`src/rtl/pseudo_spi_xfer_engine.sv`:
```
// rtl/pseudo_spi_xfer_engine.sv - SRAM-to-serial transfer engine with two-phase shift clocks
//
// Fetches DATA_LEN words from SRAM starting at ADDR_BGN, shifts each word out on
// SPI_SO under non-overlapping SCLK1/SCLK2 phases of FREQ_DIV+1 cycles, then
// closes the frame with a LAT pulse.
//
// Optional feature macro: PSEUDO_SPI_RDBK_EN
//   Adds SPI_SI/RDBK; with RDBK latched high, returned bits are captured into the
//   shift register and written back to the same SRAM word (WRBK state).
//
// Ports:
//   CLK, RST          clock, asynchronous active-high reset
//   BGN               start strobe (accepted in IDLE/DONE only)
//   ADDR_BGN          first SRAM address
//   DATA_LEN          number of words (0 completes immediately)
//   FREQ_DIV          phase length - 1, in CLK cycles
//   PI                SRAM read data
//   A, CEN, WEN, PO   SRAM address, chip enable (low), write enable (low), write data
//   SCLK1, SCLK2      phase-1 / phase-2 shift clocks
//   SPI_SO            serial data out
//   LAT               frame latch strobe
//   BUSY, DONE        status
//   SPI_SI, RDBK      read-back data in and enable (PSEUDO_SPI_RDBK_EN only)

module pseudo_spi_xfer_engine #(
    parameter int DATA_W    = 8,
    parameter int ADDR_W    = 9,
    parameter int LEN_W     = 8,
    parameter int DIV_W     = 8,
    parameter int ADDR_DEC  = 1,
    parameter int MSB_FIRST = 0
) (
    input  logic              CLK,
    input  logic              RST,
    input  logic              BGN,
    input  logic [ADDR_W-1:0] ADDR_BGN,
    input  logic [LEN_W-1:0]  DATA_LEN,
    input  logic [DIV_W-1:0]  FREQ_DIV,
    input  logic [DATA_W-1:0] PI,
`ifdef PSEUDO_SPI_RDBK_EN
    input  logic              SPI_SI,
    input  logic              RDBK,
`endif
    output logic [ADDR_W-1:0] A,
    output logic              CEN,
    output logic              WEN,
    output logic [DATA_W-1:0] PO,
    output logic              SCLK1,
    output logic              SCLK2,
    output logic              SPI_SO,
    output logic              LAT,
    output logic              BUSY,
    output logic              DONE
);

    localparam int BIT_W = (DATA_W > 1) ? $clog2(DATA_W) : 1;
    localparam logic [BIT_W-1:0] BIT_LAST = BIT_W'(DATA_W - 1);

    typedef enum logic [2:0] {
        S_IDLE  = 3'd0,
        S_ADDR  = 3'd1,
        S_READ  = 3'd2,
        S_SHIFT = 3'd3,
`ifdef PSEUDO_SPI_RDBK_EN
        S_WRBK  = 3'd4,
`endif
        S_NEXT  = 3'd5,
        S_LATCH = 3'd6,
        S_DONE  = 3'd7
    } state_t;

    state_t              state;
    logic [ADDR_W-1:0]   addr;
    logic [LEN_W-1:0]    cnt;
    logic [DIV_W-1:0]    div;
    logic [DIV_W-1:0]    div_cnt;
    logic [1:0]          phase;
    logic [BIT_W-1:0]    bit_cnt;
    logic [DATA_W-1:0]   shreg;

    logic [ADDR_W-1:0]   a_q;
    logic                cen_q;
    logic                sclk1_q;
    logic                sclk2_q;
    logic                so_q;
    logic                lat_q;
    logic                busy_q;
    logic                done_q;

    logic                si_bit;
    logic [DATA_W-1:0]   sh_next;
    logic                so_next;
    logic                first_bit;
    logic [ADDR_W-1:0]   addr_step;
    logic                phase_end;

`ifdef PSEUDO_SPI_RDBK_EN
    logic                rdbk_q;
    logic                wen_q;
    logic [DATA_W-1:0]   po_q;

    assign si_bit = rdbk_q & SPI_SI;
    assign WEN    = wen_q;
    assign PO     = po_q;
`else
    assign si_bit = 1'b0;
    assign WEN    = 1'b1;
    assign PO     = '0;
`endif

    // Shifting out of one end frees the other end for the returned bit, so the
    // first returned bit ends up in the same position as the first sent bit.
    assign sh_next   = (MSB_FIRST != 0) ? {shreg[DATA_W-2:0], si_bit}
                                        : {si_bit, shreg[DATA_W-1:1]};
    assign so_next   = (MSB_FIRST != 0) ? shreg[DATA_W-2] : shreg[1];
    assign first_bit = (MSB_FIRST != 0) ? PI[DATA_W-1] : PI[0];
    assign addr_step = (ADDR_DEC != 0) ? addr - 1'b1 : addr + 1'b1;
    assign phase_end = (div_cnt == div);

    assign A      = a_q;
    assign CEN    = cen_q;
    assign SCLK1  = sclk1_q;
    assign SCLK2  = sclk2_q;
    assign SPI_SO = so_q;
    assign LAT    = lat_q;
    assign BUSY   = busy_q;
    assign DONE   = done_q;

    always_ff @(posedge CLK or posedge RST) begin
        if (RST) begin
            state   <= S_IDLE;
            addr    <= '0;
            cnt     <= '0;
            div     <= '0;
            div_cnt <= '0;
            phase   <= '0;
            bit_cnt <= '0;
            shreg   <= '0;
            a_q     <= '0;
            cen_q   <= 1'b1;
            sclk1_q <= 1'b0;
            sclk2_q <= 1'b0;
            so_q    <= 1'b0;
            lat_q   <= 1'b0;
            busy_q  <= 1'b0;
            done_q  <= 1'b0;
`ifdef PSEUDO_SPI_RDBK_EN
            rdbk_q  <= 1'b0;
            wen_q   <= 1'b1;
            po_q    <= '0;
`endif
        end else begin
            case (state)
                S_IDLE, S_DONE: begin
                    if (BGN) begin
                        addr    <= ADDR_BGN;
                        cnt     <= DATA_LEN;
                        div     <= FREQ_DIV;
                        div_cnt <= '0;
                        phase   <= '0;
                        bit_cnt <= '0;
`ifdef PSEUDO_SPI_RDBK_EN
                        rdbk_q  <= RDBK;
`endif
                        if (DATA_LEN == '0) begin
                            state  <= S_DONE;
                            busy_q <= 1'b0;
                            done_q <= 1'b1;
                        end else begin
                            state  <= S_ADDR;
                            busy_q <= 1'b1;
                            done_q <= 1'b0;
                            cen_q  <= 1'b0;
                            a_q    <= ADDR_BGN;
                        end
                    end
                end

                S_ADDR: begin
                    state <= S_READ;
                    cen_q <= 1'b1;
                    a_q   <= '0;
                end

                // PI carries the word addressed in S_ADDR during this cycle.
                S_READ: begin
                    state   <= S_SHIFT;
                    shreg   <= PI;
                    so_q    <= first_bit;
                    div_cnt <= '0;
                    phase   <= '0;
                    bit_cnt <= '0;
                end

                S_SHIFT: begin
                    if (phase_end) begin
                        div_cnt <= '0;
                        phase   <= phase + 2'd1;
                        sclk1_q <= (phase == 2'd0);
                        sclk2_q <= (phase == 2'd2);
                        // End of P3: the returned bit is taken on this edge and
                        // the next bit is presented for the coming P0.
                        if (phase == 2'd3) begin
                            shreg <= sh_next;
                            if (bit_cnt == BIT_LAST) begin
                                bit_cnt <= '0;
                                so_q    <= 1'b0;
`ifdef PSEUDO_SPI_RDBK_EN
                                if (rdbk_q) begin
                                    state <= S_WRBK;
                                    cen_q <= 1'b0;
                                    wen_q <= 1'b0;
                                    a_q   <= addr;
                                    po_q  <= sh_next;
                                end else begin
                                    state <= S_NEXT;
                                end
`else
                                state <= S_NEXT;
`endif
                            end else begin
                                bit_cnt <= bit_cnt + 1'b1;
                                so_q    <= so_next;
                            end
                        end
                    end else begin
                        div_cnt <= div_cnt + 1'b1;
                    end
                end

`ifdef PSEUDO_SPI_RDBK_EN
                S_WRBK: begin
                    state <= S_NEXT;
                    cen_q <= 1'b1;
                    wen_q <= 1'b1;
                    a_q   <= '0;
                    po_q  <= '0;
                end
`endif

                S_NEXT: begin
                    addr <= addr_step;
                    cnt  <= cnt - 1'b1;
                    if (cnt == LEN_W'(1)) begin
                        state   <= S_LATCH;
                        lat_q   <= 1'b1;
                        div_cnt <= '0;
                    end else begin
                        state <= S_ADDR;
                        cen_q <= 1'b0;
                        a_q   <= addr_step;
                    end
                end

                S_LATCH: begin
                    if (phase_end) begin
                        state   <= S_DONE;
                        lat_q   <= 1'b0;
                        busy_q  <= 1'b0;
                        done_q  <= 1'b1;
                        div_cnt <= '0;
                    end else begin
                        div_cnt <= div_cnt + 1'b1;
                    end
                end

                default: state <= S_IDLE;
            endcase
        end
    end

endmodule

```
`config.mk`:
```
export PLATFORM = sky130hd
export DESIGN_NAME = pseudo_spi_xfer_engine
export DESIGN_NICKNAME = d
export VERILOG_FILES = /design/src/rtl/pseudo_spi_xfer_engine.sv
export SDC_FILE = /design/constraint.sdc
export NUM_CORES = 1
export LEC_CHECK = 0
export CELL_PAD_IN_SITES_DETAIL_PLACEMENT = 0
export CELL_PAD_IN_SITES_GLOBAL_PLACEMENT = 2
export CORE_MARGIN = 2
export CORE_UTILIZATION = 29
export DETAILED_ROUTE_END_ITERATION = 7
export PLACE_DENSITY = 0.72
export SYNTH_ARGS = -nofsm -noshare
export SYNTH_HDL_FRONTEND = slang
export SYNTH_SLANG_ARGS = --single-unit
export TNS_END_PERCENT = 5
```
`constraint.sdc`:
```
create_clock -name CLK -period 2.2 [get_ports CLK]
set_input_delay 0.22 -clock CLK [delete_from_list [all_inputs] [get_ports CLK]]
set_output_delay 0.22 -clock CLK [all_outputs]
set_load 0.005 [all_outputs]
```
Word level (Yosys, flattened, before mapping)
Index checks and enable logic that the tools add are counted.

Input port bits: 36. Register bits after elaboration: 65. Logic and storage cells: 112. Output and inout port bits: 25.

Add/sub/neg operators: 5. Equality and inequality tests: 19. Reduce and logical (&&, ||, !) cells: 23. Multiplexer cells: 49.

Operators with widths (number): 8-bit two-way mux (6); 9-bit two-way mux (4); 3-bit two-way mux (11); 8-bit case mux with 2 select lines (2); 8-bit case mux with 4 select lines (1); 9-bit case mux with 3 select lines (1); 3-bit case mux with 6 select lines (1); 9-bit case mux with 2 select lines (1); 2-bit inequality test (second input constant) (8); 3-bit AND reduction (5); 1-bit two-way mux (13); 3-bit equality test (second input constant) (4); 3-bit case mux with 3 select lines (1); 9-bit by 1-bit subtractor with 9-bit output (second input constant) (1); 8-bit by 1-bit adder with 8-bit output (second input constant) (1); 8-bit by 1-bit equality test with 1-bit output (second input constant) (1); 8-bit equality test (1); 8-bit logical NOT (1); 1-bit case mux with 2 select lines (4); 4-bit AND reduction (2); 2-bit nonzero test (4); 8-bit by 1-bit subtractor with 8-bit output (second input constant) (1); 3-bit by 2-bit equality test with 1-bit output (second input constant) (2); 2-bit case mux with 3 select lines (1); 13 further kinds (19).

Depth between registers and ports, before layout
Depth in word-level cells: 5. Depth in mapped cells: 8. Mapped depth without buffers: 7.

Worst setup path after synthesis
OpenSTA, ideal clock, no wires.

Kind: reg-to-reg. Start point: reg cnt[3]. End point: reg a_q[5] (netlist: A[5]). Setup slack: -0.043 ns. Stages on the path, launching flop included: 6. Arrival time: 2.118 ns. Path buffers: 0. Path through: dfrtp_1 -> or4_4 -> or4b_4 -> o22ai_4 -> a21oi_4 -> mux2_4.

Longest elaborated chain between the ends: 3.

RTL lines: start: declaration (line 74) `logic [LEN_W-1:0] cnt;`; start signal: assignment (line 243) `cnt <= cnt - 1'b1;`; 8-bit by 1-bit equality test with 1-bit output (line 244) `if (cnt == LEN_W'(1)) begin`; 2-bit inequality test (no line); 4-bit AND reduction (no line); end signal: assignment (line 251) `a_q <= addr_step;`; end: declaration (line 81) `logic [ADDR_W-1:0] a_q;`.

No other way between the ends. A chain may end at the register's enable or synchronous reset.

Worst setup path in the final report
Ends and elaborated chain as after synthesis.

==> impl_metrics.csv <==
group,metric,value,unit
run_status,status,"complete, but fails checks",
run_status,violations_in_the_final_reports,"negative setup slack",
synth,yosysTopAreaCellShare,0.4407,
global_routing,grt_antenna_before_repair,0,
worst_hold_path,min-delay-path-class,"input port to asynchronous set/reset pin",
place,portBuffers,51,
timing,rsz0062_at_grt,"yes",
clock_tree,cts_tree,"done",
cells_and_area,finalNetCount,513,
clock_tree,clock_buffers_created_by_tritoncts,9,
timing,postLayoutSetupSlackWorst,-47.95,ps
global_routing,global_route.usage.met3,0.04270,
power_and_ir_drop,total_power,0.003096,W
power_and_ir_drop,vdd.ir_drop.worst,0.0003551,V
detailed_routing,final_antenna_net_count,0,
global_routing,grt_util_met2,0.2376,
critical_path,rrSetupSlack,-50,ps
critical_path,worst_r2r_startpoint,"cnt[3]$_DFFE_PP0P_",
clock_tree,cts_hold_repair.buffers,0,
floorplan,core,12010,um2
clock_tree,clock_insertion_delay_worst_skew,330,ps
critical_path,critical_path.top_delay_family,"simple AND/OR/NAND/NOR gates",
timing,fin_worst_hold_slack,261.4,ps
timing,timing.slew.headroom,0.6240,
synth,postSynth.topFlopCell,"dfrtp_1",
detailed_routing,routed_via_density,5.084,
synth,synthTopCellsByArea,"dfrtp_1 44%, nand2_1 5.9%, xor2_1 3.4%, nor2_1 3.3%, ha_1 3.1%",
critical_path,worstSetupStartpoint,"cnt[3]$_DFFE_PP0P_",
floorplan,die-height,115.1,um
power_and_ir_drop,power-per-cell-area,645.5,nW/um2
global_routing,globalRoute.busiestLayer,"met2",
synth,yosysSeqAreaShare,0.4481,
synth,synth_adder_area_share,0.03148,
cells_and_area,diodes,0,
synth,avgSynthCellArea,9.267,um2
clock_tree,htree_levels,3,
place,pre_cts_ws,-112.7,ps
timing,hold_viol,0,
detailed_routing,drt-pass1-iter-count,4,
global_routing,global_route.usage.met1,0.2118,
synth,synth_compound_gate_area_share,0.2218,
cells_and_area,drive_gt1_frac,0.1607,
detailed_routing,drc_errors,0,
critical_path,critical_path.endpoint,"A[5]$_DFFE_PP0P_",
timing,transition_time_at_the_pin_with_the_least_slew_margin,564.0,ps
critical_path,critical_path.cell_chain,"or4_4 > or4b_4 > o22ai_4 > a21oi_4 > mux2_4",
critical_path,startpoint_type,"register",
run,drv_cap,0,
place,dpl_cell_area,4422,um2
global_routing,grt_overflow_total,0,
synth,postSynthCellCount,386,
clock_tree,clkSlewWorstSetupHoldPaths,50,ps
synth,yosys_warnings,0,
detailed_routing,drt_iter0_drc,194,
critical_path,timing.rr.end,"A[5]$_DFFE_PP0P_",
synth,fraction_of_synthesized_area_in_multiplexers,0.02274,
critical_path,timing.critical_path.arrival,2460,ps
critical_path,path_buf_inv,0,
detailed_routing,wl_per_cell,15.47,um
global_routing,grt_pass1_wl,16.10,mm
critical_path,worst_setup_path_end_kind,"register",
global_routing,grt_pass1_vias,3162,
clock_tree,cts-root-to-sink-buffers,2,
cells_and_area,layout_common_cells,"63 x dfrtp_1, 56 x nand2_1, 51 x clkdlybuf4s50_1, 38 x buf_4, 31 x nor2_1",
clock_tree,clock-root-buffer,"clkbuf_16",
critical_path,cp_data_required_time,2410,ps
timing,post-route-min-period,2248,ps
cells_and_area,finish.instance_area,4796,um2
critical_path,path_class,"register to register",
clock_tree,cts.sinks,64,
floorplan,floorplan.initialDensity,0.2978,
critical_path,crit_path_top_delay_cell,"or4b_4",
critical_path,worst-r2r-cell-count,5,
synth,synth_top_family_by_area,"compound AO/OA/AOI/OAI gates",
timing,maxClockFrequency,444.9,MHz
place,dp.final_hpwl,6.800,mm
critical_path,crit_cells,5,
critical_path,critPathMaxStageDelay,570,ps
timing,min_period_over_period,1.022,
synth,synthXorXnorAreaFrac,0.03917,
synth,area_leader_netlist,"dfrtp_1",
cells_and_area,layout.cells.most_common,"dfrtp_1",
detailed_routing,wirelength,9.592,mm
floorplan,pin_count,61,
floorplan,floorplan.die_area,13240,um2
detailed_routing,vias,3152,
floorplan,number_of_standard_cell_rows_in_the_floorplan,40,
timing,timing.final.setup_violations,6,
synth,synth_async_sr_flop_share,1.000,
synth,synth_simple_gate_area_share,0.1745,
synth,synth-edff-count,0,
synth,ys_ff_latch,64,
global_routing,grt_util_all_layers,0.1538,
timing,worst_clock_skew,7.122,ps
cells_and_area,syn2layout_area_growth,34.07,%
power_and_ir_drop,cellLeakagePower,2.186,nW
cells_and_area,finish.utilization,0.3993,
critical_path,path_max_fanout,5,
place,routabilityCongestion,0.7722,
synth,netlist_cell_types,60,
floorplan,die_x,115.1,um
global_routing,grt_start_max_net_pins,65,
synth,mappedNetlistArea,3577,um2
timing,timing_max_transition_violations_final,0,
## state kept, by name, summed over array words and instances (netlist names), 2 cells and up
signal   cells
cnt          8
phase        2
addr         9
A            9
div          8
state        3
div_cnt      8
shreg        7
bit_cnt      3
## cells by family (layout without fill, tap and decap cells)
| group | count (synthesis) | count (layout) |
|---|---|---|
| buf+inv | 45 | 124 |
| mux | 7 | 7 |
| simple gates | 135 | 135 |
| xor+xnor | 16 | 16 |
| compound gates | 108 | 109 |
| other cells | 2 | 9 |
| flops | 64 | 64 |
| fa+ha+maj | 9 | 9 |
## timing repair
item | CTS | global route
resized for setup | 1 | 3
gates cloned | 1 | 0
setup endpoints to repair | 7 | 27
pin swaps | 6 | 0
setup buffers | 5 | 0
## worst min-delay path by stage
| stage | from | to | cells after the start |
|---|---|---|---|
| floorplan | FREQ_DIV[0] | div[0]$_DFFE_PP0P_ | 2 |
| global placement | CEN$_DFFE_PP1P_ | CEN$_DFFE_PP1P_ | 2 |
| detailed placement | CEN$_DFFE_PP1P_ | CEN$_DFFE_PP1P_ | 2 |
| CTS | RST | cnt[2]$_DFFE_PP0P_ | 3 |
| global route | RST | cnt[2]$_DFFE_PP0P_ | 3 |
| finish | RST | div[0]$_DFFE_PP0P_ | 3 |
## layer usage
layer | share of wire | up-vias
li1 | - | 1548
met1 | 0.49 | 1540
met2 | 0.46 | 58
met3 | 0.043 | 6
met4 | 0.0066 | 0
met5 | 0 | -
## power by group
| group | internal, W | switching [W] |
|---|---|---|
| clock | 0.000934 | 0.000535 |
| sequential | 0.00124 | 0.0000957 |
| combinational | 0.000164 | 0.000124 |
## metrics by stage
step | std cells | setup TNS (ps)
floorplan | 393 | -35.78
global placement | 598 | -177.7
detailed placement | 598 | -422.4
CTS | 620 | -145.8
global route | 620 | -1166
finish | 620 | -116.7
## synthesized netlist by cell type (all sizes together) (4+ instances only)
cell / n
a2bb2oi: 7
buf: 12
clkbuf: 16
xor2: 14
inv: 17
nor3: 7
ha: 9
a22o: 7
nor4: 5
o21ai: 22
nand4: 5
nand3: 12
dfrtp: 63
nand2: 56
a221o: 4
mux2: 6
nor2: 31
a21oi: 18
nor2b: 5
o22a: 7
o311ai: 5
o22ai: 14
## worst reg2reg max path: cells and delay by family, from the launching register on
kind,cells,cell delay [ps]
AND/OR/NAND/NOR,2,1100
multiplexers,1,300
flip-flops,1,370
AO/OA/AOI/OAI,2,370
## layout make-up
type,count,area (um2)
clock buffers,11,252.7
clock inverters,5,55.05
fillers,1224,7216
multi-input cells,285,1810
repair buffers,91,827.0
flip-flops and latches,64,1603
inverters,17,63.81
well taps,147,183.9
(Power assumes the default switching activity.)
